--- src/rtl/sram_access_arbiter.sv ---
// sram_access_arbiter: sequences recorder writes and player reads onto one 256K x 16 SRAM.
// Define SRAM_ARB_WR_PRIORITY_EN for fixed write priority instead of round-robin.
module sram_access_arbiter #(
   parameter int unsigned WAIT_CYCLES = 1
) (
   input  logic        bclk,
   input  logic        rst,
   input  logic        wr_req,
   input  logic [17:0] wr_addr,
   input  logic [15:0] wr_data,
   output logic        wr_ack,
   input  logic        rd_req,
   input  logic [17:0] rd_addr,
   output logic [15:0] rd_data,
   output logic        rd_valid,
   output logic        busy,
   output logic [17:0] sram_addr,
   output logic [15:0] sram_dq_o,
   output logic        sram_dq_oe,
   input  logic [15:0] sram_dq_i,
   output logic        sram_ce_n,
   output logic        sram_we_n,
   output logic        sram_oe_n,
   output logic        sram_ub_n,
   output logic        sram_lb_n
);
   typedef enum logic [2:0] {IDLE, W_SETUP, W_PULSE, W_DONE, R_SETUP, R_WAIT, R_LATCH} state_t;

   state_t      state_q, state_d;
   logic [3:0]  cnt_q, cnt_d;
   logic [17:0] addr_q, addr_d;
   logic [15:0] dq_o_q, dq_o_d, rd_data_q, rd_data_d;
   logic        dq_oe_q, dq_oe_d, ce_n_q, ce_n_d, we_n_q, we_n_d, oe_n_q, oe_n_d;
   logic        ack_q, ack_d, valid_q, valid_d;
   logic        grant_wr;

`ifdef SRAM_ARB_WR_PRIORITY_EN
   assign grant_wr = wr_req;
`else
   logic last_wr_q, last_wr_d;
   // a tie goes to whichever side did not win the previous grant
   assign grant_wr  = wr_req & (~rd_req | ~last_wr_q);
   assign last_wr_d = state_d == W_SETUP ? 1'b1 : state_d == R_SETUP ? 1'b0 : last_wr_q;
   always_ff @(posedge bclk) last_wr_q <= rst ? 1'b0 : last_wr_d;
`endif

   always_ff @(posedge bclk) begin
      if (rst) begin
         state_q   <= IDLE;
         cnt_q     <= '0;
         addr_q    <= '0;
         dq_o_q    <= '0;
         rd_data_q <= '0;
         dq_oe_q   <= 1'b0;
         ce_n_q    <= 1'b1;
         we_n_q    <= 1'b1;
         oe_n_q    <= 1'b1;
         ack_q     <= 1'b0;
         valid_q   <= 1'b0;
      end else begin
         state_q   <= state_d;
         cnt_q     <= cnt_d;
         addr_q    <= addr_d;
         dq_o_q    <= dq_o_d;
         rd_data_q <= rd_data_d;
         dq_oe_q   <= dq_oe_d;
         ce_n_q    <= ce_n_d;
         we_n_q    <= we_n_d;
         oe_n_q    <= oe_n_d;
         ack_q     <= ack_d;
         valid_q   <= valid_d;
      end
   end

   // counter is loaded leaving a SETUP state and exits the hold state at zero
   always_comb begin
      state_d = state_q;
      cnt_d   = (state_q == W_SETUP || state_q == R_SETUP) ? 4'(WAIT_CYCLES - 1)
                                                           : cnt_q - {3'b000, cnt_q != 4'd0};
      unique case (state_q)
         IDLE:    state_d = grant_wr ? W_SETUP : rd_req ? R_SETUP : IDLE;
         W_SETUP: state_d = W_PULSE;
         W_PULSE: state_d = cnt_q == 4'd0 ? W_DONE : W_PULSE;
         W_DONE:  state_d = IDLE;
         R_SETUP: state_d = R_WAIT;
         R_WAIT:  state_d = cnt_q == 4'd0 ? R_LATCH : R_WAIT;
         R_LATCH: state_d = IDLE;
         default: state_d = IDLE;
      endcase
   end

   // outputs are decoded from the next state so every pin comes straight from a flop
   always_comb begin
      addr_d    = state_d == W_SETUP ? wr_addr : state_d == R_SETUP ? rd_addr : addr_q;
      dq_o_d    = state_d == W_SETUP ? wr_data : dq_o_q;
      rd_data_d = state_d == R_LATCH ? sram_dq_i : rd_data_q;
      dq_oe_d   = state_d inside {W_SETUP, W_PULSE, W_DONE};
      ce_n_d    = state_d == IDLE;
      we_n_d    = state_d != W_PULSE;
      oe_n_d    = !(state_d inside {R_SETUP, R_WAIT});
      ack_d     = state_d == W_DONE;
      valid_d   = state_d == R_LATCH;
   end

   assign wr_ack     = ack_q;
   assign rd_valid   = valid_q;
   assign rd_data    = rd_data_q;
   assign busy       = ~ce_n_q;
   assign sram_addr  = addr_q;
   assign sram_dq_o  = dq_o_q;
   assign sram_dq_oe = dq_oe_q;
   assign sram_ce_n  = ce_n_q;
   assign sram_we_n  = we_n_q;
   assign sram_oe_n  = oe_n_q;
   assign sram_ub_n  = ce_n_q;
   assign sram_lb_n  = ce_n_q;
endmodule

--- config.mk ---
export PLATFORM = sky130hd
export DESIGN_NAME = sram_access_arbiter
export DESIGN_NICKNAME = d
export VERILOG_FILES = /design/src/rtl/sram_access_arbiter.sv
export SDC_FILE = /design/constraint.sdc
export NUM_CORES = 1
export LEC_CHECK = 0
export CAP_MARGIN = 20
export CORE_UTILIZATION = 43
export CTS_BUF_LIST = sky130_fd_sc_hd__clkbuf_4 sky130_fd_sc_hd__clkbuf_8
export CTS_CLUSTER_DIAMETER = 120
export CTS_CLUSTER_SIZE = 16
export DETAILED_ROUTE_END_ITERATION = 10
export PLACE_DENSITY = 0.86
export SYNTH_ARGS = -nofsm -noshare
export SYNTH_HDL_FRONTEND = slang
export SYNTH_SLANG_ARGS = --single-unit
--- constraint.sdc ---
create_clock -name bclk -period 2 [get_ports bclk]
set_input_delay 0.4 -clock bclk [delete_from_list [all_inputs] [get_ports bclk]]
set_output_delay 0.4 -clock bclk [all_outputs]
set_load 0.01 [all_outputs]
==> results.sh <==
export IMPL_status="finished clean"
export IMPL_grt_remaining_overflow=0
export IMPL_min_to="rd_data[3]"
export IMPL_layout_setup_ws_ns=0.299
export IMPL_synth_compound_area_frac=0.125
export IMPL_ys_seq_area_frac=0.446
export IMPL_hold_path_depth=2
export IMPL_placed_area_um2=4260
export IMPL_synth_top_cell_by_area="dfxtp_1"
export IMPL_dp_worst_setup_slack_ns=-0.196
export IMPL_finalHoldViolCount=0
export IMPL_rows=29
export IMPL_clock_fmax_mhz=588
export IMPL_wl_um=7130
export IMPL_wl_per_cell_um=13.7
export IMPL_cts_buffer_depth=2
export IMPL_synth_common_cells="nand2b_1, dfxtp_1, inv_1, o21ai_0, a222oi_1"
export IMPL_synth_net_count=387
export IMPL_post_layout_nonfiller_instances=522
export IMPL_synth_edff_count=0
export IMPL_avgSynthCellArea_um2=9.17
export IMPL_critPathLaunch="sram_ce_n"
export IMPL_synthTopCellsByArea="dfxtp_1, nand2b_1, a222oi_1"
export IMPL_grt_pass1_vias=2604
export IMPL_hp_class="register to register"
export IMPL_leakagePower_nw=1.72
export IMPL_syn_area_um2=2870
export IMPL_ff2ff_setup_slack_ns=0.31
export IMPL_critPathRequiredTime_ns=1.60
export IMPL_synth_top_family_by_area="simple AND/OR/NAND/NOR gates"
export IMPL_clk_pin_slew_worst_paths_ns=0.06
export IMPL_path_cells="clkdlybuf4s50_1"
export IMPL_timing_rr_end="sram_addr[16]"
export IMPL_yosys_register_bits=64
export IMPL_synth_xor_area_frac=0.00915
export IMPL_postCtsSetupBuffers=0
export IMPL_path_buf_inv=1
export IMPL_rsz0062_at_grt="no"
export IMPL_drive_above_1_share=0.0787
export IMPL_power_mw=4.24
export IMPL_critPathArrivalTime_ns=1.30
export IMPL_initial_core_util=0.450
export IMPL_setup_violations=0
export IMPL_crit_slowest_cell="clkdlybuf4s50_1"
export IMPL_fp_dieArea_um2=7010
export IMPL_htreeDepth=3
export IMPL_postRouteAntennaNets=0
export IMPL_grtUsageTotal=0.210
export IMPL_yosysTopAreaCellShare=0.446
export IMPL_grt_pass1_wl_um=12000
export IMPL_synth_cell_types=37
export IMPL_r2r_start="state_q[1]"
export IMPL_fin_skew_ns=0.00908
export IMPL_crit_type="register to primary output"
export IMPL_cts_sinks=64
export IMPL_synthSimpleGateAreaFrac=0.252
export IMPL_synthCells=313
export IMPL_die_x_um=83.7
export IMPL_drt_iter0_drc=189
export IMPL_cap_viol_max_count=0
export IMPL_via_per_inst=5.04
export IMPL_first_pass_iters=5
export IMPL_core_um2=6390
export IMPL_synth_main_ff_cell="dfxtp_1"
export IMPL_drc=0
export IMPL_min_delay_start="rd_data[3]"
export IMPL_vias=2631
export IMPL_num_io_pins=131
export IMPL_tns_ns=0
export IMPL_antenna_found_initial=0
export IMPL_rr_worst_depth=4
export IMPL_antenna_cells=0
export IMPL_slew_limit_headroom=0.555
export IMPL_nets=516
export IMPL_finalInstanceArea_um2=4420
export IMPL_dp_cells=508
export IMPL_dp_hpwl_um=5140
export IMPL_fin_crit_sh=0.850
export IMPL_drv_slew=0
export IMPL_crit_path_end_kind="primary output"
export IMPL_p_per_area_nw_per_um2=958
export IMPL_peakVddDrop_v=0.000600
export IMPL_synthAdderAreaFrac=0.00871
export IMPL_cts_tree="done"
export IMPL_synthToLayoutAreaGrowth_pct=54.0
export IMPL_cts_root_buf="clkbuf_8"
export IMPL_yosys_warnings=0
export IMPL_cpLargestDelayFamily="buffers and inverters"
export IMPL_synth_most_common_cell="nand2b_1"
export IMPL_place_congestion=0.747
export IMPL_tightest_slew_ns=0.666
export IMPL_min_period_ns=1.70
export IMPL_cpPeakStageDelay_ns=0.57
export IMPL_postSynth_asyncResetShare=0
export IMPL_port_buffers=130
export IMPL_cts_buffers_inserted=9
export IMPL_cp_start_kind="register"
export IMPL_clkLatencyLatePin_ns=0.32
export IMPL_crit_fanout=4
export IMPL_holdBufCountCts=0
export IMPL_die_y_um=83.7
export IMPL_synthMuxAreaShare=0.0558
export IMPL_grt_max_degree=78
## flip-flops by register name, summed over array words and instances (netlist names)
register,flops
sram_we_n,1
sram_ce_n,1
sram_oe_n,1
state_q,3
sram_addr,18
sram_dq_oe,1
rd_data,16
rd_valid,1
cnt_q,4
sram_dq_o,16
last_wr_q,1
wr_ack,1
## through the flow
| stage | util | hold WS (ns) |
|---|---|---|
| 2_1_floorplan | - | 0.472 |
| 3_3_place_gp | 0.666 | 0.457 |
| 3_5_place_dp | 0.666 | 0.462 |
| 4_1_cts | 0.691 | 0.477 |
| 5_1_grt | 0.692 | 0.501 |
| 6_report | 0.692 | 0.472 |
## cell families after synthesis
family	after synthesis
buffers and inverters	68
xor gates and xnor gates	3
adders and majority gates	2
DFF	64
AOI/OAI and AO/OA	49
and+or+nand+nor	111
muxes	16
## power by group
part	switching [mW]	total, mW	leakage (nW)	internal [mW]
registers	0.154	1.70	0.525	1.55
clock network	0.452	0.914	0.0838	0.462
logic	0.726	1.62	1.11	0.897
## what timing repair did
action	CTS	global route
endpoints found under the setup margin	0	18
hold endpoints to repair	0	0
gates resized for setup	0	1
## metal layers
| layer | wire, µm | GRT usage | up-vias |
|---|---|---|---|
| met2 | 3380 | 0.357 | 116 |
| met1 | 3050 | 0.250 | 1199 |
| met5 | 0 | 0 | - |
| li1 | - | - | 1310 |
| met4 | 58 | 0.0740 | 0 |
| met3 | 640 | 0.0653 | 6 |
## cell usage in the layout (no fill, tap or decap), types with 2 or more instances in the layout
| cell type | count |
|---|---|
| clkdlybuf4s50_1 | 129 |
| nand2b_1 | 67 |
| dfxtp_1 | 64 |
| inv_1 | 42 |
| o21ai_0 | 19 |
| a222oi_1 | 18 |
| mux2i_1 | 16 |
| nand4b_1 | 16 |
| buf_4 | 12 |
| clkbuf_8 | 10 |
| nor2_1 | 9 |
| a21oi_1 | 4 |
| nor2b_1 | 3 |
| xnor2_1 | 3 |
| nor3_1 | 3 |
| clkinv_2 | 3 |
| nand2_1 | 2 |
| ha_1 | 2 |
| buf_12 | 2 |
## how the worst max path moves through the flow
stage	to	slack, ns	cells past startpoint
after global routing	sram_addr[11]	0.21	4
after detailed placement	sram_addr[16]	-0.20	4
final	sram_ub_n	0.30	1
after floorplan	sram_addr[10]	0.26	6
after global placement	sram_addr[10]	-0.13	4
after CTS	sram_addr[16]	0.05	3
## cell type report
class / instances / area (µm²)
clock buffer: 10 / 138
clock inverter: 4 / 22.5
fill: 496 / 1960
inverter: 42 / 158
multi-input combinational: 181 / 1300
sequential: 64 / 1280
tap: 77 / 96.3
timing repair buffer: 144 / 1430
Note: power is estimated with default switching activity, not from simulation.
==> patch 1 (same flow settings) <==
Make the reset (`rst`) asynchronous in one clocked block.
--- a/src/rtl/sram_access_arbiter.sv
+++ b/src/rtl/sram_access_arbiter.sv
@@ -46,3 +46,3 @@
 
-   always_ff @(posedge bclk) begin
+   always_ff @(posedge bclk or posedge rst) begin
       if (rst) begin
Formal check against the unedited RTL: differs if rst is asserted again (counterexample within 4 cycles, from zero or initial values and one cycle with rst high); with rst held inactive, the same outputs for 10 cycles.
==> patch 1 against the original RTL <==
- the flow now finishes with violations (design-rule violations)
- design area rose by 1.8%
- sequential cell count did not move
- register-to-register slack better by 0.03 ns
- worst hold slack worse by 0.053 ns
- worst setup slack worse by 0.13 ns
- routed wire length increased by 9.1%
- maximum frequency fell by 7.1%
- area after synthesis rose by 0.52%
- critical path type is now input port to flop
Power is not compared: it rests on default switching activity, and its combinational part moved more than twofold at a synthesized area within 25%.
==> patch 1: results (changes against the original RTL) <==
Layout
  – Final net count: 446 (-14%)
  – Share of cells above drive strength 1: 0.1936 (+0.1150)
  – Register area: 1600 µm² (+25%)

Worst hold path
  – Hold crit path type: input port to asynchronous set/reset pin

Route
  – # DRC: 18 (+18)
  – Avg WL per Cell: 17.13 µm (+25%)
  – Final WL: 7779 µm (+9.1%)
  – First DRT Iteration DRCs: 125 (-34%)
  – First-pass DRT Iterations: 8 (+3)
  – Vias per cell: 5.559 (+10%)

Placement
  – Post-detail-place hpwl: 5521 µm (+7.5%)
  – Routability congestion estimate: 0.8062 (+7.9%)

Timing
  – Max Clock Skew: 0.01197 ns (+0.002895 ns)

GRT
  – Vias in the first global route: 2550 (-2.1%)
  – All-Layer GR Usage: 0.2311 (+0.02083)
  – First-pass GRT wire length: 12790 µm (+7.0%)

Outcome
  – Failing checks: design-rule violations
  – Outcome: finished with violations

Synth
  – Seq/Total Area, Yosys: 0.5544 (+0.1082)
  – Async S/R FF share, synth: 0.9844 (+0.9844)
  – Commonest cells post-synth: 60 x dfrtp_1, 22 x mux2_2, 20 x nor3_1
  – Top post-synthesis cells by area: dfrtp_1 52%, mux2_2 8.6%, mux2_4 5.2%
  – Synthesized area per cell: 12.08 µm² (+32%)

Critical path
  – Reg2reg end: cnt_q[2]$_DFF_PP0_
  – Crit-path max FO: 10 (+6)
  – R2R cell count: 6 (+2)
  – Worst EP arrival: 2.06 ns (+0.76 ns)
  – R2R setup slack: 0.34 ns (+0.03 ns)
  – R2R Path Start: cnt_q[1]$_DFF_PP0_

Clock tree
  – Clock transition at the registers of the reported paths: 0.08 ns (+0.02 ns)
  – Clock root cell: clkbuf_8
-- patch 1: area by class of cell --
class / instances / share of cell area
flip-flops and latches: 64 / 0.3554
repair buffers: 147 / 0.3293
multi-input cells: 141 / 0.2470
clock buffers: 11 / 0.03223
well taps: 77 / 0.02139
inverters: 9 / 0.007502
clock inverters: 5 / 0.007224
-- patch 1: worst max path at each step --
stage	from	to	cells after the start	slack, ns
2_1_floorplan	rst	cnt_q[0]$_DFF_PP0_	1	0.04
3_3_place_gp	wr_req	sram_addr[12]$_DFFE_PP0P_	4	-0.21
3_5_place_dp	wr_req	sram_addr[13]$_DFFE_PP0P_	5	-0.15
4_1_cts	sram_ce_n$_DFF_PP1_	sram_ub_n	1	0.18
5_1_grt	sram_ce_n$_DFF_PP1_	sram_lb_n	1	0.14
6_report	wr_req	sram_addr[13]$_DFFE_PP0P_	5	0.17
-- patch 1: cells by family after synthesis --
| kind of cell | Yosys count | synth area share |
|---|---|---|
| xor gates and xnor gates | 4 | 0.01214 |
| buffers and inverters | 34 | 0.06198 |
| AOI/OAI and AO/OA | 46 | 0.1114 |
| muxes | 32 | 0.1378 |
| adders and majority gates | 2 | 0.008668 |
| and+or+nand+nor | 57 | 0.1136 |
| DFF | 64 | 0.5544 |
-- patch 1: critical path, stage by stage --
cell and delay, ns:
clkdlybuf4s50_1 0.48, nor2b_1 0.67, buf_6 0.24, o31ai_1 0.08, a31oi_1 0.20
-- patch 1: through the flow --
stage / setup TNS (ns) / cell area, µm² / hold slack, ns
final: 0 / 4503 / 0.4186
after global placement: -4.564 / 4314 / 0.4871
after CTS: 0 / 4503 / 0.4004
after floorplan: 0 / 2887 / 0.4544
after global routing: 0 / 4503 / 0.4280
after detailed placement: -3.100 / 4325 / 0.4940
-- patch 1: power breakdown --
group | leakage (nW) | internal [mW] | switching [mW]
Combinational | 1.00 | 1.91 | 1.43
Clock | 0.0848 | 0.493 | 0.485
Sequential | 0.753 | 1.92 | 0.327
Total | 1.84 | 4.32 | 2.24
-- patch 1: metal layers --
layer  share of wire  GRT usage
met5               0          0
met4          0.0096    0.07210
met3           0.056    0.04550
met2            0.53     0.3912
met1            0.41     0.2992
==> patch 2 (same flow settings) <==
Without the edit above. Build with the macro `SRAM_ARB_WR_PRIORITY_EN` defined.
--- a/src/rtl/sram_access_arbiter.sv
+++ b/src/rtl/sram_access_arbiter.sv
@@ -2,2 +2,4 @@
 // Define SRAM_ARB_WR_PRIORITY_EN for fixed write priority instead of round-robin.
+`define SRAM_ARB_WR_PRIORITY_EN
+
 module sram_access_arbiter #(
Function: changed (a bounded check fails within 10 cycles, from zero or initial values and one cycle with rst high).
==> patch 2 against the original RTL <==
- global-route usage grew 0.51 points
- register-to-register slack gained 0.06 ns
- routed wire length shrank 6.0%
- power up 8.0%
- area after synthesis fell by 5.8%
- worst setup slack better by 0.026 ns
- count of clock-buffer cells in the layout up 3
- sequential share of layout area rose by 0.52 points
- design area shrank 3.3%
- core utilization grew 2.1 points
- sequential cell count decreased by 1
- combinational power is 6% higher
==> patch 2: results (changes against the original RTL) <==
Outcome
  – Outcome: complete, no violations

Synth
  – Top post-synthesis cells by area: dfxtp_1 47%, nand2_1 9.0%, mux2i_1 5.9%
  – Post-synth top flop: dfxtp_1
  – Syn Nets: 380 (-1.8%)
  – Commonest cells post-synth: 65 x nand2_1, 63 x dfxtp_1, 20 x nor3_1
  – Synthesis Warnings: 0 (unchanged)
  – Synth unique cells: 32 (-14%)
  – Seq/Total Area, Yosys: 0.4662 (+0.02005)

Route
  – Avg WL per Cell: 13.02 µm (-4.7%)
  – Via count: 2563 (-2.6%)
  – First DRT Iteration DRCs: 58 (-69%)
  – First-pass DRT Iterations: 4 (-1)

Timing
  – Max Clock Skew: 0.005873 ns (-0.003203 ns)
  – Relative max-transition margin: 0.3066 (-0.2482)
  – Tmin final: 1.675 ns (-0.02592 ns)

Layout
  – FILL cells: 467 (-5.8%)
  – Antenna cell count: 0 (unchanged)
  – Share of cells above drive strength 1: 0.07727 (-0.001379)
  – Final net count: 509 (-1.4%)

GRT
  – GRT met2 Usage: 0.3433 (-0.01365)
  – Largest net degree at the start of global routing: 26 (-67%)
  – Initial antenna violation count: 0 (unchanged)
  – All-Layer GR Usage: 0.2154 (+0.005065)
  – Vias in the first global route: 2448 (-6.0%)
  – GRT met1 Usage: 0.2407 (-0.009647)
  – First-pass GRT wire length: 10660 µm (-11%)
  – GR Util met3: 0.09101 (+0.02573)

Critical path
  – Worst EP arrival: 1.27 ns (-0.03 ns)
  – Slowest cell on crit path: clkdlybuf4s50_1
  – R2R setup slack: 0.37 ns (+0.06 ns)
  – R2R cell count: 6 (+2)
  – Crit-path max FO: 4 (unchanged)
  – Worst path top cell family by delay: buffers and inverters

Placement
  – Dpl cell area: 4064 µm² (-4.5%)
  – Post-detail-place hpwl: 4926 µm (-4.1%)
  – IO Port Bufs: 130 (unchanged)
  – Routability congestion estimate: 0.7441 (-0.43%)
  – DP Worst Slack: -0.04514 ns (+0.1509 ns)

Clock tree
  – Clock root cell: clkbuf_8
  – Post CTS Setup Buffer Count: 0 (unchanged)
  – CTS max path bufs: 2 (unchanged)
  – Cts bufs inserted: 9 (unchanged)
  – Worst skew pair latency: 0.33 ns
  – CTS H-tree depth: 3 (unchanged)
  – Clock transition at the registers of the reported paths: 0.07 ns

Worst hold path
  – Hold crit path type: flop to flop
  – Cells on Worst Hold Path: 2 (unchanged)

Pwr
  – Leakage: 1.636 nW (-4.7%)
  – Worst vdd ir: 0.9553 mV (+59%)
==> patch 2: changes by cell type in the layout (fill, tap and decap cells not counted), sizes merged, moves of 2 or more <==
cell    change
inv        -36
nand2      +63
a21oi      +14
nor3b      +18
nand4b     -16
o21ai      -15
a222oi     -18
nand2b     -67
clkbuf      +3
nor3       +16
nor2b      +16
o211ai      +2
or3         -2
o22a       +17
==> patch 2: stage by stage <==
stage	utilization	instances	hold WS (ns)
after detailed placement	0.6784	499	0.4504
after global placement	0.6784	499	0.4414
after floorplan	-	306	0.4790
final	0.7139	515	0.4547
after CTS	0.7139	515	0.4560
after global routing	0.7139	515	0.4742
==> patch 2: cell families (layout without fill, tap and decap cells) <==
family,after synthesis,in the layout,share of synthesized area
and+or+nand+nor,141,141,0.2701
DFF,63,63,0.4662
AOI/OAI and AO/OA,46,46,0.1175
buffers and inverters,34,168,0.06475
muxes,16,16,0.05920
xor gates and xnor gates,4,4,0.01295
adders and majority gates,2,2,0.009249
==> patch 2: where the power goes <==
part | switching (mW) | leakage [nW] | total (mW) | internal, mW
registers | 0.164 | 0.517 | 1.72 | 1.56
logic | 0.753 | 1.01 | 1.71 | 0.958
clock network | 0.457 | 0.113 | 1.14 | 0.687
==> patch 2: layer usage <==
layer | routed length (µm) | vias to the layer above | part of all wire
met5 | 0 | - | 0
met4 | 156 | 0 | 0.023
met3 | 639 | 13 | 0.095
met2 | 3032 | 107 | 0.45
met1 | 2875 | 1153 | 0.43
li1 | - | 1290 | -
==> patch 2: final cells by class <==
class                   instances  area [µm²]  share of cell area
inverters                       7       26.28            0.006144
well taps                      75       93.84             0.02194
clock buffers                  13       172.7             0.04037
multi-input cells             209        1269              0.2967
clock inverters                 3       40.04            0.009362
repair buffers                145        1414              0.3306
flip-flops and latches         63        1261              0.2949
==> patch 2: worst paths after layout <==
path | start | to
max | sram_ce_n$_SDFF_PP1_ | sram_ub_n
min | sram_dq_o[3]$_SDFFE_PP0N_ | sram_dq_o[3]$_SDFFE_PP0N_
max reg2reg | cnt_q[1]$_SDFF_PP0_ | cnt_q[2]$_SDFF_PP0_
min reg2reg | sram_dq_o[3]$_SDFFE_PP0N_ | sram_dq_o[3]$_SDFFE_PP0N_
